--- src/rtl/button_debounce_multi_if.sv ---
// ---------------------------------------------------------------------------
// button_debounce_multi_if
//
// Bundle of per-channel button signals between the board pins and the
// debounce block.
//
//   btn_in      : raw asynchronous button pins (pin side drives)
//   btn_level   : debounced level, 1 = pressed
//   btn_press   : single-cycle pulse on an accepted press
//   btn_release : single-cycle pulse on an accepted release
//   btn_long    : single-cycle pulse once per press after the long-hold time
//
// Modports:
//   master : pin / consumer side (drives btn_in, observes the outputs)
//   slave  : debounce block side (observes btn_in, drives the outputs)
// ---------------------------------------------------------------------------
interface button_debounce_multi_if #(
  parameter int CHANNELS = 4
);

  logic [CHANNELS-1:0] btn_in;
  logic [CHANNELS-1:0] btn_level;
  logic [CHANNELS-1:0] btn_press;
  logic [CHANNELS-1:0] btn_release;
  logic [CHANNELS-1:0] btn_long;

  modport master (
    output btn_in,
    input  btn_level,
    input  btn_press,
    input  btn_release,
    input  btn_long
  );

  modport slave (
    input  btn_in,
    output btn_level,
    output btn_press,
    output btn_release,
    output btn_long
  );

endinterface

--- src/rtl/button_debounce_multi.sv ---
// ---------------------------------------------------------------------------
// button_debounce_multi
//
// Multi-channel button front end. Each channel is fully independent:
//   1. SYNC_STAGES-deep synchroniser on the raw pin (no logic between flops),
//      polarity normalised after the last stage so 1 always means pressed.
//   2. Stability counter: a new synchronised value must be seen for
//      DEBOUNCE_CYCLES consecutive cycles before the level is accepted; any
//      matching sample in between throws the partial count away.
//   3. Hold counter: once pressed, counts up to LONG_CYCLES and emits one
//      long-press pulse when it gets there (LONG_CYCLES = 0 removes it).
//
// Parameters:
//   CHANNELS        : number of button channels (>= 1)
//   SYNC_STAGES     : synchroniser flops per channel (>= 2)
//   DEBOUNCE_CYCLES : cycles a new value must hold before acceptance (>= 1)
//   LONG_CYCLES     : held cycles before btn_long, 0 disables long-press
//   ACTIVE_LOW      : 1 = a pressed button pulls its pin low
//
// Ports:
//   clk : system clock
//   rst : asynchronous, active-high reset (release is synchronised upstream)
//   bus : button_debounce_multi_if slave modport
//         (btn_in in; btn_level / btn_press / btn_release / btn_long out,
//          all outputs registered)
// ---------------------------------------------------------------------------
module button_debounce_multi #(
  parameter int CHANNELS        = 4,
  parameter int SYNC_STAGES     = 2,
  parameter int DEBOUNCE_CYCLES = 16,
  parameter int LONG_CYCLES     = 1000,
  parameter int ACTIVE_LOW      = 0
) (
  input  logic                    clk,
  input  logic                    rst,
  button_debounce_multi_if.slave  bus
);

  localparam int              DC_W     = $clog2(DEBOUNCE_CYCLES) + 1;
  localparam logic [DC_W-1:0] DC_LAST  = DC_W'(DEBOUNCE_CYCLES - 1);
  localparam logic [DC_W-1:0] DC_ONE   = DC_W'(1'b1);
  localparam logic [DC_W-1:0] DC_ZERO  = DC_W'(1'b0);
  // Pin level of a released button; also the synchroniser reset value.
  localparam logic            PIN_IDLE = (ACTIVE_LOW != 0) ? 1'b1 : 1'b0;

  // -------------------------------------------------------------------------
  // Synchroniser
  // -------------------------------------------------------------------------
  logic [SYNC_STAGES-1:0] sync_d [CHANNELS];
  logic [SYNC_STAGES-1:0] sync_q [CHANNELS];
  logic [CHANNELS-1:0]    samp_s;

  // Shift each raw pin into its chain and normalise the last stage to 1 = pressed.
  always_comb begin
    for (int ch = 0; ch < CHANNELS; ch++) begin
      sync_d[ch] = {sync_q[ch][SYNC_STAGES-2:0], bus.btn_in[ch]};
      samp_s[ch] = sync_q[ch][SYNC_STAGES-1] ^ PIN_IDLE;
    end
  end

  // Synchroniser flops; reset to the idle pin level so reset release never reads as a press.
  always_ff @(posedge clk or posedge rst) begin
    if (rst) begin
      for (int ch = 0; ch < CHANNELS; ch++) begin
        sync_q[ch] <= {SYNC_STAGES{PIN_IDLE}};
      end
    end else begin
      for (int ch = 0; ch < CHANNELS; ch++) begin
        sync_q[ch] <= sync_d[ch];
      end
    end
  end

  // -------------------------------------------------------------------------
  // Debounce: level, stability counter, press/release pulses
  // -------------------------------------------------------------------------
  logic [CHANNELS-1:0] level_d;
  logic [CHANNELS-1:0] level_q;
  logic [DC_W-1:0]     dc_d [CHANNELS];
  logic [DC_W-1:0]     dc_q [CHANNELS];
  logic [CHANNELS-1:0] press_d;
  logic [CHANNELS-1:0] press_q;
  logic [CHANNELS-1:0] release_d;
  logic [CHANNELS-1:0] release_q;
  // High on the edge a new level is accepted (press or release).
  logic [CHANNELS-1:0] accept_s;

  // Per-channel stability counting; a differing run that breaks early gets no partial credit.
  always_comb begin
    level_d   = level_q;
    press_d   = {CHANNELS{1'b0}};
    release_d = {CHANNELS{1'b0}};
    accept_s  = {CHANNELS{1'b0}};
    for (int ch = 0; ch < CHANNELS; ch++) begin
      dc_d[ch] = dc_q[ch];
      if (samp_s[ch] == level_q[ch]) begin
        dc_d[ch] = DC_ZERO;
      end else if (dc_q[ch] == DC_LAST) begin
        level_d[ch]   = samp_s[ch];
        dc_d[ch]      = DC_ZERO;
        press_d[ch]   = samp_s[ch];
        release_d[ch] = ~samp_s[ch];
        accept_s[ch]  = 1'b1;
      end else begin
        dc_d[ch] = dc_q[ch] + DC_ONE;
      end
    end
  end

  // Debounce state and press/release pulse registers.
  always_ff @(posedge clk or posedge rst) begin
    if (rst) begin
      level_q   <= {CHANNELS{1'b0}};
      press_q   <= {CHANNELS{1'b0}};
      release_q <= {CHANNELS{1'b0}};
      for (int ch = 0; ch < CHANNELS; ch++) begin
        dc_q[ch] <= DC_ZERO;
      end
    end else begin
      level_q   <= level_d;
      press_q   <= press_d;
      release_q <= release_d;
      for (int ch = 0; ch < CHANNELS; ch++) begin
        dc_q[ch] <= dc_d[ch];
      end
    end
  end

  // -------------------------------------------------------------------------
  // Long-press detection
  // -------------------------------------------------------------------------
  logic [CHANNELS-1:0] long_s;

  if (LONG_CYCLES > 0) begin : g_long
    localparam int              HC_W    = $clog2(LONG_CYCLES) + 1;
    localparam logic [HC_W-1:0] HC_MAX  = HC_W'(LONG_CYCLES);
    localparam logic [HC_W-1:0] HC_ONE  = HC_W'(1'b1);
    localparam logic [HC_W-1:0] HC_ZERO = HC_W'(1'b0);

    logic [HC_W-1:0]     hc_d [CHANNELS];
    logic [HC_W-1:0]     hc_q [CHANNELS];
    logic [CHANNELS-1:0] long_d;
    logic [CHANNELS-1:0] long_q;

    // Hold counter saturates at HC_MAX so the pulse fires once per press. Any
    // accepted transition clears it: that keeps the press edge at zero and
    // stops a release edge from coinciding with a long pulse.
    always_comb begin
      long_d = {CHANNELS{1'b0}};
      for (int ch = 0; ch < CHANNELS; ch++) begin
        hc_d[ch] = hc_q[ch];
        if (accept_s[ch] || !level_q[ch]) begin
          hc_d[ch] = HC_ZERO;
        end else if (hc_q[ch] != HC_MAX) begin
          hc_d[ch]   = hc_q[ch] + HC_ONE;
          long_d[ch] = (hc_q[ch] == (HC_MAX - HC_ONE));
        end else begin
          hc_d[ch] = hc_q[ch];
        end
      end
    end

    // Hold counters and long-press pulse register.
    always_ff @(posedge clk or posedge rst) begin
      if (rst) begin
        long_q <= {CHANNELS{1'b0}};
        for (int ch = 0; ch < CHANNELS; ch++) begin
          hc_q[ch] <= HC_ZERO;
        end
      end else begin
        long_q <= long_d;
        for (int ch = 0; ch < CHANNELS; ch++) begin
          hc_q[ch] <= hc_d[ch];
        end
      end
    end

    assign long_s = long_q;
  end else begin : g_no_long
    assign long_s = {CHANNELS{1'b0}};
  end

  // -------------------------------------------------------------------------
  // Outputs (all straight from flops)
  // -------------------------------------------------------------------------
  assign bus.btn_level   = level_q;
  assign bus.btn_press   = press_q;
  assign bus.btn_release = release_q;
  assign bus.btn_long    = long_s;

endmodule
--- src/flat_wrapper.sv ---
// flat-port wrapper written by rule: the top's interface ports become plain ports
module button_debounce_multi_flat 
#(
  parameter int CHANNELS        = 4,
  parameter int SYNC_STAGES     = 2,
  parameter int DEBOUNCE_CYCLES = 16,
  parameter int LONG_CYCLES     = 1000,
  parameter int ACTIVE_LOW      = 0
)
  (clk, rst, bus_btn_in, bus_btn_level, bus_btn_press, bus_btn_release, bus_btn_long);
  button_debounce_multi_if #(.CHANNELS(CHANNELS)) bus_i ();
  input  logic clk;
  input  logic rst;
  input wire logic [$bits(bus_i.btn_in)-1:0] bus_btn_in;
  output wire logic [$bits(bus_i.btn_level)-1:0] bus_btn_level;
  output wire logic [$bits(bus_i.btn_press)-1:0] bus_btn_press;
  output wire logic [$bits(bus_i.btn_release)-1:0] bus_btn_release;
  output wire logic [$bits(bus_i.btn_long)-1:0] bus_btn_long;
  assign bus_i.btn_in = bus_btn_in;
  assign bus_btn_level = bus_i.btn_level;
  assign bus_btn_press = bus_i.btn_press;
  assign bus_btn_release = bus_i.btn_release;
  assign bus_btn_long = bus_i.btn_long;
  button_debounce_multi #(.CHANNELS(CHANNELS), .SYNC_STAGES(SYNC_STAGES), .DEBOUNCE_CYCLES(DEBOUNCE_CYCLES), .LONG_CYCLES(LONG_CYCLES), .ACTIVE_LOW(ACTIVE_LOW)) u_core (.clk(clk), .rst(rst), .bus(bus_i));
endmodule
--- config.mk ---
export PLATFORM = sky130hd
export DESIGN_NAME = button_debounce_multi_flat
export DESIGN_NICKNAME = d
export VERILOG_FILES = /design/src/rtl/button_debounce_multi_if.sv /design/src/rtl/button_debounce_multi.sv /design/src/flat_wrapper.sv
export SDC_FILE = /design/constraint.sdc
export NUM_CORES = 1
export LEC_CHECK = 0
export ABC_AREA = 1
export CORE_UTILIZATION = 53
export CTS_CLUSTER_SIZE = 25
export DETAILED_ROUTE_END_ITERATION = 10
export GPL_ROUTABILITY_DRIVEN = 0
export GPL_TIMING_DRIVEN = 0
export PLACE_DENSITY = 0.82
export SYNTH_ARGS = -nofsm -noshare
export SYNTH_HDL_FRONTEND = slang
export SYNTH_SLANG_ARGS = --single-unit
--- constraint.sdc ---
create_clock -name clk -period 5.3 [get_ports clk]
set_input_delay 0.53 -clock clk [delete_from_list [all_inputs] [get_ports clk]]
set_output_delay 0.53 -clock clk [all_outputs]
set_load 0.05 [all_outputs]
==> qor_table.md <==
| Parameter | Reported |
| --- | --- |
| Result of the run | completed |
| DP Wirelength | 5.05 mm |
| Final WL | 7.24 mm |
| Library cell used as clock root buffer | clkbuf_8 |
| Worst Setup Path Type | reg -> out |
| Simple-gate share of the synthesized area | 30.5% |
| Area taken by multi-input logic gates | 0.00166 sq mm |
| Count of final setup violators | 0 |
| Final sum of negative setup slack | 0 ns |
| Num Clock Sinks | 88 |
| Class of the most critical hold timing path | reg -> reg |
| Residual antenna-violating net count after detailed routing | 0 |
| Sequential standard cell area | 0.00220 sq mm |
| First-pass GRT wire length | 13.0 mm |
| Initial Util | 55.8% |
| Final Util | 63.2% |
| # placed instances | 623 |
| Endpoint arrival time on the critical path | 1.66 ns |
| Post-cts repair resize count | 0 |
| Number of remaining DRC errors | 0 |
| Mux cell area share after synthesis | 0% |
| Length of the first detailed-routing pass in iterations | 4 |
| Avg Cell Area, Syn | 8.19 sq um |
| Mean number of vias per cell | 5.01 |
| Cell area after technology mapping | 0.00411 sq mm |
| Total of hold buffers inserted after clock tree synthesis | 0 |
| Largest delay contributor family on the critical path | buffers and inverters |
| Crit path buf inv count | 1 |
| LEAKAGE | 0.00209 uW |
| Main area contributors after synthesis | dfrtp_1, nor2_1, nand2_1 |
| Unique masters post-synth | 19 |
| Element type at the critical path end | output pin |
| FP Rows | 31 |
| Finished Layout Cells | 638 |
| I/O pin total | 22 |
| Number of standard cells after synthesis | 502 |
| Number of max-cap violations | 0 |
| Unrepaired setup endpoints after global routing | false |
| Maximum cell stage delay along the critical path | 0.85 ns |
| Hold violation count in the final report | 0 |
| Worst Skew | 0.00835 ns |
| Core Footprint | 0.00737 sq mm |
| Setup fix buffers added after clock tree synthesis | 0 |
| Adder and majority gate portion of the synthesized area | 3.65% |
| Number of fillers in the final layout | 613 |
| IO Port Bufs | 21 |
| Maximum number of pins on one net before global-route repair | 68 |
| Combinational family with the most area after synthesis | simple AND/OR/NAND/NOR gates |
| Maximum vdd drop | 0.239 mV |
| Die area | 0.00811 sq mm |
| Net count, final | 553 |
| Clock latency on the worst-skew pair | 0.36 ns |
| Yosys top cell area share | 53.6% |
| Parity-gate share of the synthesized area counting xor and xnor cells | 2.56% |
| Top fanout value on the critical path | 5 |
| Width of the die | 90.1 um |
| Clock tree from TritonCTS | done |
| Total grt overflow | 0 |
| Number of synthesized register bits | 88 |
| Average wire per cell in the routed design | 11.3 um |
| Power per cell area | 254 mW/mm^2 |
| Synthesized Nets | 520 |
| Diodes inserted | 0 |
| Clock period minus final worst setup slack | 2.19 ns |
| Sequential-to-total area share from yosys stat | 53.6% |
| F_max | 0.456 GHz |
| Data required time at the worst endpoint | 4.77 ns |
| Number of antenna violations at the first check in global routing | 0 |
| Worst-case headroom to the max-slew limit | 59.7% |
| Via count of the routed design | 3195 |
| Dominant cell type by area after synthesis | dfrtp_1 |
| Number of slew-limit violations in the final report | 0 |
| H-tree Lvls | 3 |
| Area growth from synthesis to layout | 13.4% |
| DRT iter0 DRCs | 106 |
| Worst slew pin tran | 0.605 ns |
| CP cell instances | clkdlybuf4s50_1 |
| Post-CTS clock slew at the launch and capture registers of the worst setup and hold paths | 0.08 ns |
| Total global routing track utilization | 20.0% |
| Synth Area in Compound Gates | 3.78% |
| Max stage delay cell, worst path | clkdlybuf4s50_1 |
| Vias in the first global route | 3090 |
| Type of origin of the critical path | register |
| Fraction of final layout cells with drive strength greater than 1 | 5.01% |
| CTS Buf Count | 9 |
| Total number of yosys warnings | 0 |
| Die Y | 90.1 um |
| Tcrit/Tclk final | 41.4% |
| Maximum root-to-sink buffer count | 2 |
-- layout make-up --
class / instances / area share [%]
timing repair buffer: 22 / 5.10
sequential: 88 / 47.2
multi-input combinational: 349 / 35.7
tap: 99 / 2.66
clock buffer: 12 / 3.11
inverter: 65 / 5.29
clock inverter: 3 / 0.913
-- logic make-up (layout without fill, tap and decap cells) --
| family | after synthesis | after routing |
|---|---|---|
| xor+xnor | 12 | 12 |
| flops | 88 | 88 |
| fa+ha+maj | 12 | 12 |
| buf+inv | 65 | 102 |
| simple gates | 297 | 297 |
| compound gates | 28 | 28 |
-- registers in the layout (all words and copies together) (netlist names) --
| signal | count |
|---|---|
| u_core.samp_s | 4 |
| u_core.sync_d | 4 |
| u_core.dc_q | 20 |
| u_core.bus.btn_long | 4 |
| u_core.bus.btn_release | 4 |
| u_core.bus.btn_level | 4 |
| u_core.g_long.hc_q | 44 |
| u_core.bus.btn_press | 4 |
-- layout by cell type, fill, tap and decap left out --
master / n
bufinv_16: 1
nor3b_1: 2
nor2_2: 6
nand2_1: 111
nand4_1: 12
xnor2_1: 2
clkbuf_1: 2
nand2_2: 4
clkdlybuf4s50_1: 21
nor2_1: 119
o21ai_0: 10
nor3_4: 1
a31oi_1: 3
dfrtp_1: 88
clkinvlp_4: 1
clkinv_2: 1
xor2_1: 10
a21oi_1: 14
inv_4: 1
ha_1: 12
o21ai_4: 1
inv_1: 64
nand3b_1: 4
nor3_1: 7
buf_16: 1
nand3_1: 31
clkbuf_8: 10
-- worst reg2reg max path, delay by kind of cell (launching register included) --
family | cells | cell delay, ns
AO/OA/AOI/OAI | 1 | 0.48
adder cells (fa/ha/maj) | 1 | 0.23
flip-flops | 1 | 0.41
AND/OR/NAND/NOR | 4 | 0.42
-- worst paths after layout --
path | end | start | slack [ns] | depth (start not counted)
worst max register to register | u_core.g_long.hc_q[34] | u_core.dc_q[15] | 3.69 | 6
max in group asynchronous | u_core.dc_q[12] | rst | 4.22 | 3
worst min-delay path | u_core.samp_s[1] | u_core.sync_d[5] | 0.36 | 0
min in group asynchronous | u_core.g_long.hc_q[12] | rst | 0.47 | 2
worst min register to register | u_core.samp_s[1] | u_core.sync_d[5] | 0.36 | 0
worst max-delay path | bus_btn_level[0] | u_core.bus.btn_level[0] | 3.11 | 1
-- layer usage --
layer  GRT usage, %  part of all wire (%)
met3           6.09                   4.0
met4           6.72                   1.6
met1           23.4                    46
met5              0                     0
met2           34.8                    48
-- synth_stat cells --
master,number
nor2_1,119
nand2_1,111
dfrtp_1,88
inv_1,65
nand3_1,31
a21oi_1,14
ha_1,12
nand4_1,12
o21ai_0,10
xor2_1,10
nor3_1,7
nor2_2,6
nand2_2,4
nand3b_1,4
a31oi_1,3
nor3b_1,2
xnor2_1,2
nor3_4,1
o21ai_4,1
-- power by group --
group | switching, uW | leakage (uW) | internal, uW
clock | 227 | 0.0000925 | 228
sequential | 7.86 | 0.00120 | 681
combinational | 25.1 | 0.000800 | 12.7
total | 260 | 0.00209 | 922
-- stage by stage --
stage               area [sq um]  setup slack, ns  power [uW]  hold WS (ns)
finish                      4660             3.11        1180         0.361
global route                4660             3.03        1230         0.367
CTS                         4660             3.09        1200         0.355
detailed placement          4470             3.50         742         0.343
global placement            4440             1.19         736         0.334
floorplan                   4110             2.49         725         0.331
Power figures use the tool's default switching activity.
